**config.mk**
```make
export PLATFORM = sky130hd
export DESIGN_NAME = piso_serialiser
export DESIGN_NICKNAME = d
export VERILOG_FILES = /design/src/rtl/piso_pkg.sv /design/src/rtl/piso_bit_counter.sv /design/src/rtl/piso_serialiser.sv
export SDC_FILE = /design/constraint.sdc
export NUM_CORES = 1
export LEC_CHECK = 0
export BUFFER_PORTS_ARGS = -buffer_cell sky130_fd_sc_hd__clkbuf_2
export CAP_MARGIN = 40
export CORE_AREA = 2 2 39 41
export CTS_CLUSTER_SIZE = 8
export DETAILED_ROUTE_END_ITERATION = 7
export DIE_AREA = 0 0 41 43
export PLACE_DENSITY_LB_ADDON = 0.08
export SETUP_SLACK_MARGIN = 0.2
export SLEW_MARGIN = 20
export SYNTH_ARGS = -nofsm -noshare
export SYNTH_HDL_FRONTEND = slang
export SYNTH_SLANG_ARGS = --single-unit
```
**constraint.sdc**
```tcl
create_clock -name CLK -period 3.9 [get_ports CLK]
set_input_delay 0.195 -clock CLK [delete_from_list [all_inputs] [get_ports CLK]]
set_output_delay 0.195 -clock CLK [all_outputs]
set_load 0.005 [all_outputs]
```
**src/rtl/piso_pkg.sv**
```systemverilog
// Shared types and helpers for the parallel-in serial-out serialiser.
// Latency: n/a (package only).
// Backpressure: n/a (package only).
package piso_pkg;

    typedef enum logic {
        IDLE  = 1'b0,
        SHIFT = 1'b1
    } piso_state_t;

    // Bit-counter width: enough to hold WIDTH-1, never narrower than one bit.
    function automatic int cnt_w(input int width);
        int w;
        w = $clog2(width);
        return (w < 1) ? 1 : w;
    endfunction

endpackage

```
**src/rtl/piso_bit_counter.sv**
```systemverilog
// Frame bit counter: counts 0..WIDTH-1 and flags the terminal (last) bit.
// Latency: count updates on the edge after clear/enable; terminal decodes from the register.
// Backpressure: none; holds at WIDTH-1 rather than wrapping if left enabled.
module piso_bit_counter
    import piso_pkg::*;
#(
    parameter int WIDTH = 8,
    parameter int CNT_W = cnt_w(WIDTH)
) (
    input  logic             CLK,
    input  logic             N_RESET,
    input  logic             clear,
    input  logic             enable,
    output logic [CNT_W-1:0] count,
    output logic             terminal
);

    localparam logic [CNT_W-1:0] LAST_CNT = CNT_W'(WIDTH - 1);

    logic [CNT_W-1:0] count_q;
    logic [CNT_W-1:0] count_d;

    // Equality against WIDTH-1 so non-power-of-2 widths end on the right bit.
    assign terminal = (count_q == LAST_CNT);
    assign count    = count_q;

    // Next count: clear wins, otherwise step until the terminal value.
    always_comb begin
        count_d = count_q;
        if (clear) begin
            count_d = '0;
        end else if (enable && !terminal) begin
            count_d = count_q + CNT_W'(1);
        end
    end

    // Count register, asynchronously cleared.
    always_ff @(posedge CLK or posedge N_RESET) begin
        if (N_RESET) begin
            count_q <= '0;
        end else begin
            count_q <= count_d;
        end
    end

endmodule

```
**src/rtl/piso_serialiser.sv**
```systemverilog
// Parallel-in serial-out shifter: loads a WIDTH-bit word and emits one bit per CLK with framing markers.
// Latency: first bit on SER_OUT the cycle after the accepting edge; frames can run back-to-back with no gap.
// Backpressure: LOAD_READY is high only when idle or on the last bit of the current frame.
module piso_serialiser
    import piso_pkg::*;
#(
    parameter int WIDTH     = 8,
    parameter bit MSB_FIRST = 1'b1
) (
    input  logic             CLK,
    input  logic             N_RESET,
    input  logic [WIDTH-1:0] DATA_IN,
    input  logic             LOAD_VALID,
    output logic             LOAD_READY,
    output logic             SER_OUT,
    output logic             SER_VALID,
    output logic             FRAME_START,
    output logic             FRAME_LAST
);

    localparam int CNT_W = cnt_w(WIDTH);

    piso_state_t      state_q;
    piso_state_t      state_d;
    logic [WIDTH-1:0] shreg_q;
    logic [WIDTH-1:0] shreg_d;

    logic [CNT_W-1:0] bit_cnt;
    logic             bit_last;
    logic             in_shift;
    logic             accept;
    logic             cnt_clear;

    assign in_shift = (state_q == SHIFT);

    // Ready depends only on registered state, so LOAD_VALID never reaches an output combinationally.
    assign LOAD_READY = !in_shift || bit_last;
    assign accept     = LOAD_VALID && LOAD_READY;

    // Counter restarts on every load and also on a frame end that returns to idle.
    assign cnt_clear = accept || (in_shift && bit_last);

    piso_bit_counter #(
        .WIDTH (WIDTH),
        .CNT_W (CNT_W)
    ) u_bit_counter (
        .CLK      (CLK),
        .N_RESET  (N_RESET),
        .clear    (cnt_clear),
        .enable   (in_shift),
        .count    (bit_cnt),
        .terminal (bit_last)
    );

    // Next state: enter SHIFT on a load, leave only at the last bit when nothing new is accepted.
    always_comb begin
        state_d = state_q;
        case (state_q)
            IDLE: begin
                if (accept) begin
                    state_d = SHIFT;
                end
            end
            SHIFT: begin
                if (bit_last) begin
                    state_d = accept ? SHIFT : IDLE;
                end
            end
            default: state_d = IDLE;
        endcase
    end

    // Shift register: load on accept, otherwise move one place toward the output end, zero-filled.
    always_comb begin
        shreg_d = shreg_q;
        if (accept) begin
            shreg_d = DATA_IN;
        end else if (in_shift) begin
            if (MSB_FIRST) begin
                shreg_d = {shreg_q[WIDTH-2:0], 1'b0};
            end else begin
                shreg_d = {1'b0, shreg_q[WIDTH-1:1]};
            end
        end
    end

    // State and data registers; reset aborts any frame in flight.
    always_ff @(posedge CLK or posedge N_RESET) begin
        if (N_RESET) begin
            state_q <= IDLE;
            shreg_q <= '0;
        end else begin
            state_q <= state_d;
            shreg_q <= shreg_d;
        end
    end

    // Outputs decode from registers only; SER_OUT is forced low outside a frame.
    assign SER_VALID   = in_shift;
    assign SER_OUT     = in_shift && (MSB_FIRST ? shreg_q[WIDTH-1] : shreg_q[0]);
    assign FRAME_START = in_shift && (bit_cnt == '0);
    assign FRAME_LAST  = in_shift && bit_last;

endmodule

```
# [Word-level counts from Yosys, hierarchy flattened]
# Index checks and enable logic that the tools add are counted.
[word_totals] register_bits=12 latchBits=0 mem_bits_rw=0 mem_bits_ro=0 input_bits=11 out_inout_bits=5 elab_cells=25 memories=0
[classes] add_sub_neg=1 mul=0 div_mod_pow=0 n_lt_le_gt_ge=0 n_eq_ne=1 n_shift=0 muxes=7 n_bitwise=1 reduce_logical=12
[op_table] op="$mux W8" count=2
[op_table] op="$mux W3" count=2
[op_table] op="$logic_and A1 B1 Y1" count=5
[op_table] op="$reduce_bool A2 Y1" count=2
[op_table] op="$add A3 B1 Y3 const B" count=1
[op_table] op="$eq A3 B3 Y1 const B" count=1
[op_table] op="$logic_not A3 Y1" count=1
[op_table] op="$logic_not A1 Y1" count=2
[op_table] op="$logic_or A1 B1 Y1" count=2
[op_table] op="$mux W1" count=2
[op_table] op="$pmux W1 S2" count=1
[op_table] op="$not A1 Y1" count=1

# [Longest topological paths before layout]
# Gate-level depths: netlist of the first run.
[depth] ltp_word=6 depth_mapped=6 mapped_depth_nobuf=5

# [By module]
# A second synthesis of the first run with hierarchy kept.
[hier_totals] cells_unflattened=69 hier_area_um2=744.5
[by_module_without_submodules] mod="piso_serialiser" instances=1 cells_each=53 area_each_um2=556.8 seq_area_each_um2=225.2
[by_module_without_submodules] mod="piso_bit_counter" instances=1 cells_each=16 area_each_um2=187.7 seq_area_each_um2=75.1

# [Worst setup path after synthesis of the first run]
# OpenSTA, ideal clock, no wires.
[synth_timing] path_type="register to register" from="register u_bit_counter.count_q[0], in the netlist u_bit_counter.count[0]" to="register shreg_q[6]" setup_time_ns=0.123 arrival_time_ns=1.389 required_time_ns=3.777 slack_ns=2.388 path_stages_with_launch=6 n_path_buf=1 synth_period_minus_slack_ns=1.512 path_cell_list="dfrtp_1 -> ha_1 -> ha_1 -> nand2b_1 -> buf_4 -> o221a_2"
[synth_via] elab_chain_len=4 elab_cells_between_ends=5 cone_classes="1 x eq/ne; 1 x mux; 3 x reduce/logical"
[synth_rtl] item="start: declaration" line="piso_bit_counter.sv:20" text="logic [CNT_W-1:0] count_q;"
[synth_rtl] item="start signal: assignment" line="piso_bit_counter.sv:42" text="count_q <= count_d;"
[synth_rtl] item="$eq A3 B3 Y1 (*)" line="piso_bit_counter.sv:24" text="assign terminal = (count_q == LAST_CNT);"
[synth_rtl] item="$logic_or A1 B1 Y1 (*)" line="piso_serialiser.sv:37" text="assign LOAD_READY = !in_shift || bit_last;"
[synth_rtl] item="via LOAD_READY" line="piso_serialiser.sv:14" text="output logic LOAD_READY,"
[synth_rtl] item="$logic_and A1 B1 Y1 (*)" line="piso_serialiser.sv:38" text="assign accept = LOAD_VALID && LOAD_READY;"
[synth_rtl] item="$mux W8 / $reduce_bool A2 Y1 (equally long branches)"
[synth_rtl] item="end signal: assignment" line="piso_serialiser.sv:94" text="shreg_q <= shreg_d;"
[synth_rtl] item="end: declaration" line="piso_serialiser.sv:25" text="logic [WIDTH-1:0] shreg_q;"
# The timed path passes the listed nets; every way through them passes the cells marked *.
# A chain may end at the register's enable or synchronous reset.

# [Worst setup path after layout of the first run]
[layout_timing] from="register u_bit_counter.count_q[0], in the netlist u_bit_counter.count[0]" to="output port LOAD_READY"
[layout_via] elab_chain_len=2
[layout_rtl] item="$eq A3 B3 Y1" line="piso_bit_counter.sv:24"
[layout_rtl] item="$logic_or A1 B1 Y1" line="piso_serialiser.sv:37"
[layout_rtl] item="end: declaration" line="piso_serialiser.sv:14"
# No other way between the ends.

==> results of run 1 <==
power by group:
group,internal (mW),switching [mW],leakage [nW]
logic,0.0884,0.0854,0.214
clock network,0.0568,0.0459,0.0210
registers,0.172,0.0389,0.153
per-stage QoR:
step                instances  power, mW
global placement           87      0.387
detailed placement         87      0.391
global route               92      0.532
floorplan                  59      0.343
CTS                        92      0.494
finish                     92      0.487
repair_timing:
action / in CTS / in global routing
hold buffers: 1 / 0
hold endpoints to repair: 12 / 0
endpoints found under the setup margin: 0 / 0
cells by family (layout without fill, tap and decap cells):
kind of cell	after synthesis	in the layout	synth area share [%]
simple gates	21	21	16.0
compound gates	15	15	22.1
flops	12	12	49.1
buf+inv	8	25	6.75
fa+ha+maj	3	3	6.14
synthesized netlist by cell type, drive strengths merged:
library cell / number / area (um^2)
a32oi: 4 / 35.0
and2: 2 / 12.5
o221a: 3 / 33.8
a32o: 1 / 10.0
nand2b: 1 / 6.26
or2b: 1 / 7.51
buf: 3 / 22.5
o32ai: 1 / 8.76
dfrtp: 12 / 300
ha: 3 / 37.5
nor2: 2 / 7.51
nand2: 12 / 45.0
a211o: 3 / 26.3
nor2b: 3 / 18.8
a21boi: 1 / 11.3
inv: 5 / 18.8
o21ai: 2 / 10.0
routing by layer:
layer,vias up,track usage [%]
li1,241,-
met1,231,22.3
met2,12,25.9
met3,4,3.14
met4,0,12.0
met5,-,0
worst max path at each step:
| stage | start | to | slack [ps] | cells after the start |
|---|---|---|---|---|
| 6_report | u_bit_counter.count[0] | LOAD_READY | 2010 | 4 |
| 5_1_grt | u_bit_counter.count[0] | LOAD_READY | 1920 | 4 |
| 4_1_cts | u_bit_counter.count[0] | LOAD_READY | 2000 | 4 |
| 3_5_place_dp | u_bit_counter.count[0] | shreg_q[6] | 2200 | 5 |
| 3_3_place_gp | u_bit_counter.count[0] | shreg_q[4] | 2230 | 5 |
| 2_1_floorplan | u_bit_counter.count[0] | shreg_q[6] | 2390 | 5 |
sequential cells by signal, summed over array words and instances, names as in the netlist:
| signal | cells |
|---|---|
| u_bit_counter.count | 3 |
| shreg_q | 8 |
| SER_VALID | 1 |
layout make-up:
cell class | instances | area (um^2)
Fill cell | 127 | 653
Sequential cell | 12 | 300
Tap cell | 16 | 20.0
Timing Repair Buffer | 16 | 85.1
Inverter | 5 | 18.8
Multi-Input combinational cell | 39 | 270
Clock buffer | 4 | 36.3
cell usage in the layout, fill, tap and decap left out, types with 3 or more instances in the layout:
master / n
inv_1: 5
nor2b_1: 3
clkbuf_4: 3
o221a_2: 3
ha_1: 3
a211o_1: 3
clkbuf_2: 15
nand2_1: 12
a32oi_1: 4
dfrtp_1: 12
critical path, cell delays in order (launching register included):
cell      delay (ps)
dfrtp_1          410
ha_1             210
ha_1             210
nand2b_1         370
clkbuf_2         220
==> qor.yml, run 1 <==
outcome:
  status: "complete, no violations"
clock_tree:
  cts_root_buf: "clkbuf_4"
  clk-insertion-delay-late_ps: 280
  ctsResizeCount: 0
  cts_buffers: 3
  clkSinkCount: 12
  clock_path_buffers: 2
  cts-htree-levels: 1
  clk_pin_slew_worst_paths_ps: 80
  cts_tree: "built"
  post-cts-setup-buffers: 0
timing:
  worst_pin_slew_ps: 488
  max_freq_ghz: 0.530
  drv_slew: 0
  setup_viol: 0
  final_hold_viol_count: 0
  slew_headroom_pct: 67.5
  rsz0062_at_grt: "no"
  finalSetupTns_ps: 0
  min_period_ps: 1890
  setup_ws_ps: 2010
  finClkSkew_ps: 3.55
  hold_slack_ps: 154
  fin_crit_sh_pct: 48.4
synth:
  synthCells: 59
  synth_fp_nets: 73
  syn_avg_cell_area_um2: 10.4
  seq_area_frac_synth_pct: 49.1
  yosysUniqueCellTypes: 17
  synth-seq-cells: 12
  syn_area_um2: 612
  ys_warn_count: 0
flow_run:
  cap_violations: 0
place:
  dp_hpwl_um: 843
  portBuffers: 15
  place_ws_ps: 2200
  placement.cell_area_um2: 684
  routabilityCongestion: 0.716
cells_and_area:
  antenna_cells: 0
  fin_area_um2: 731
  final_util_pct: 52.8
  syn_to_final_growth_pct: 19.4
  drive_gt1_share_pct: 30.3
  final_nets: 91
min_path:
  hold_path.class: "input port to flip-flop"
  min_path_cells: 3
  hold_path_end: "shreg_q[3]"
  min-delay-start: "DATA_IN[3]"
routing:
  wl_met1_um: 523
  route.met2.wl_um: 557
  avgViaCountPerCell: 5.30
  wl_met3_um: 50
  highest_layer: "met4"
  drc: 0
  ant_nets: 0
  firstDrtPassIters: 4
  vias: 488
  drt_iter0_drc: 7
  avgRoutedWirePerCell_um: 12.7
  drt-total-wl_mm: 1.17
global_route:
  grt_max_degree: 15
  grt_overflow: 0
  grt_pass1_vias: 491
  grt_pass1_wl_mm: 2.01
  grt_usage_pct: 17.6
  antenna_found_initial: 0
setup_path:
  path_max_fanout: 14
  r2r_end: "shreg_q[4]"
  critPathKind: "flip-flop to output pin"
  rr_startpoint: "u_bit_counter.count[0]"
  crit_arrival_ps: 1690
  ff2ff_path_depth: 5
  critPathCaptureType: "output pin"
  startpoint_type: "flip-flop"
  required_ps: 3700
  r2r_slack_ps: 2180
floorplanning:
  num_rows: 14
  core-area_um2: 1380
  die_y_um: 43
  initial_core_util_pct: 44.2
  ios: 16
  die_area_um2: 1760
  die_x_um: 41
pwr:
  ir_drop_v: 0.000281
  pwr_density_cell_nw_per_um2: 667
  leakage_nw: 0.388
Note: power is estimated with default switching activity, not from simulation.
==> inputs of run 2 (changes only) <==
==> constraint.sdc (replaced) <==
create_clock -name CLK -period 2 [get_ports CLK]
set_input_delay 0.1 -clock CLK [delete_from_list [all_inputs] [get_ports CLK]]
set_output_delay 0.1 -clock CLK [all_outputs]
set_load 0.005 [all_outputs]
==> run 2 against run 1 <==
Compared with the run above:
- clock skew is essentially flat
- global-route usage is 0.80 points higher
- via count increased by 0.82%
- first-iteration DRC count up 57%
- critical path type unchanged
- largest cell class unchanged
==> qor.yml, run 2 (same netlist as run 1, synthesis figures left out) <==
routing:
  ant_nets: 0  # unchanged
  drc: 0  # unchanged
  drt_iter0_drc: 11  # was 7
  vias: 492  # was 488
  firstDrtPassIters: 4  # unchanged
  avgRoutedWirePerCell_um: 13.5  # was 12.7 um
  drt-total-wl_mm: 1.26  # was 1.17 mm
  avgViaCountPerCell: 5.29  # was 5.30
setup_path:
  ff2ff_path_depth: 5  # unchanged
  critPathCaptureType: "output pin"  # unchanged
  rr_startpoint: "u_bit_counter.count[0]"  # unchanged
  r2r_slack_ps: 430  # was 2180 ps
  cp_top_family: "adder cells"  # unchanged
  path_max_fanout: 14  # unchanged
  r2r_end: "shreg_q[5]"  # was shreg_q[4]
  cp_cell_sequence: "ha_1 > ha_1 > nand2b_2 > clkbuf_2"  # was ha_1 > ha_1 > nand2b_1 > clkbuf_2
  critPathKind: "flip-flop to output pin"  # unchanged
  slowest_delay_ps: 410  # about the same
  cp_slowest_cell: "dfrtp_1"  # unchanged
  path_depth: 4  # unchanged
  crit_top_cell: "ha_1"  # unchanged
  crit_arrival_ps: 1590  # was 1690 ps
  crit_path_end: "LOAD_READY"  # unchanged
  crit_buf_inv: 1  # unchanged
  cp-startpoint: "u_bit_counter.count[0]"  # unchanged
  startpoint_type: "flip-flop"  # unchanged
  required_ps: 1900  # was 3700 ps
min_path:
  hold_path.class: "input port to flip-flop"  # unchanged
floorplanning:
  ios: 16  # unchanged
  die_x_um: 41  # unchanged
  initial_core_util_pct: 44.2  # unchanged
  core-area_um2: 1380  # unchanged
  num_rows: 14  # unchanged
  die_area_um2: 1760  # unchanged
  die_y_um: 43  # unchanged
timing:
  rsz0062_at_grt: "no"  # unchanged
  final_hold_viol_count: 0  # unchanged
  worst_pin_slew_ps: 473  # was 488 ps
  finalSetupTns_ps: 0  # unchanged
  max_freq_ghz: 0.591
  finClkSkew_ps: 3.30  # was 3.55 ps
  slew_headroom_pct: 68.4  # was 67.5%
  fin_crit_sh_pct: 84.6
  setup_viol: 0  # unchanged
  min_period_ps: 1690
  drv_slew: 0  # unchanged
  hold_slack_ps: 54.9  # was 154 ps
cells_and_area:
  largest_register_ffs: 8  # unchanged
  final_util_pct: 53.5  # was 52.8%
  n_fill_cell: 138  # was 127
  antenna_cells: 0  # unchanged
  regMostFlops: "shreg_q"  # unchanged
  fin_area_um2: 741  # was 731 um^2
  mostFrequentLayoutCell: "clkbuf_2"  # unchanged
  syn_to_final_growth_pct: 21.1  # was 19.4%
  drive_gt1_share_pct: 32.5  # was 30.3%
  final_cell_count_no_fill: 93  # was 92
  final_nets: 92  # was 91
  layout.cells.most_common_list: "clkbuf_2 (15), dfrtp_1 (12), nand2_1 (12)"  # unchanged
global_route:
  grt_max_degree: 15  # unchanged
  grt_overflow: 0  # unchanged
  antenna_found_initial: 0  # unchanged
  grt_pass1_wl_mm: 2.11  # was 2.01 mm
  grt_pass1_vias: 498  # was 491
  grt_usage_pct: 18.4  # was 17.6%
place:
  placement.cell_area_um2: 692  # was 684 um^2
  dpl.cell_count: 88  # was 87
  portBuffers: 15  # unchanged
  dp_hpwl_um: 886  # was 843 um
  routabilityCongestion: 0.706  # was 0.716
clock_tree:
  clkSinkCount: 12  # unchanged
  clock_path_buffers: 2  # unchanged
  cts_root_buf: "clkbuf_4"  # unchanged
  cts-htree-levels: 1  # unchanged
  cts_tree: "built"  # unchanged
  cts_buffers: 3  # unchanged
  clk-insertion-delay-late_ps: 280  # about the same
  clk_pin_slew_worst_paths_ps: 90  # was 80 ps
pwr:
  pwr_density_cell_nw_per_um2: 1310  # was 667 nW/um^2
  ir_drop_v: 0.000631  # was 0.000281 V
  leakage_nw: 0.391  # was 0.388 nW
flow_run:
  cap_violations: 0  # unchanged
outcome:
  status: "complete, no violations"  # unchanged
run 2: timing repair:
item                       4_1_cts  5_1_grt
gates resized for setup          1        0
setup endpoints to repair        1        0
hold buffers                     1        0
hold endpoints to repair        12        0
buffers inserted                 0        0
run 2: how the worst min path moves through the flow:
stage                 endpoint       start  slack [ps]  cells past startpoint
floorplan            SER_VALID     N_RESET         -40                      1
finish              shreg_q[7]  DATA_IN[7]          50                      3
global placement    shreg_q[0]     N_RESET         110                      2
global route        shreg_q[7]  DATA_IN[7]          70                      3
CTS                 shreg_q[7]  DATA_IN[7]          50                      3
detailed placement  shreg_q[7]     N_RESET         120                      2
run 2: through the flow:
stage	total power, mW	setup WS, ps
finish	0.969	309
global route	1.05	256
CTS	0.984	296
detailed placement	0.776	271
global placement	0.764	341
floorplan	0.669	488
run 2: cell type report:
class                           count  area [um^2]  area share [%]
Sequential cell                    12          300            40.5
Clock buffer                        4         36.3            4.90
Multi-Input combinational cell     39          273            36.8
Tap cell                           16         20.0            2.70
Inverter                            5         18.8            2.53
Timing Repair Buffer               17         92.6            12.5
run 2: worst reg2reg max path, delay by kind of cell (launching register included):
kind                     cells  cell delay (ps)
AO/OA/AOI/OAI                1              200
AND/OR/NAND/NOR              2              490
adder cells (fa/ha/maj)      2              420
flip-flops                   1              410
run 2: routing by layer:
layer	up-vias	GRT usage (%)	wire length, um
met5	-	0	0
met4	0	14.0	42
met3	4	3.14	33
met2	8	26.6	595
met1	235	23.2	587
li1	245	-	-
run 2: report_power, final:
| part | leakage, nW | switching (mW) | internal [mW] | total, mW |
|---|---|---|---|---|
| combinational | 0.217 | 0.188 | 0.182 | 0.370 |
| sequential | 0.153 | 0.0598 | 0.336 | 0.395 |
| clock | 0.0210 | 0.0932 | 0.111 | 0.204 |
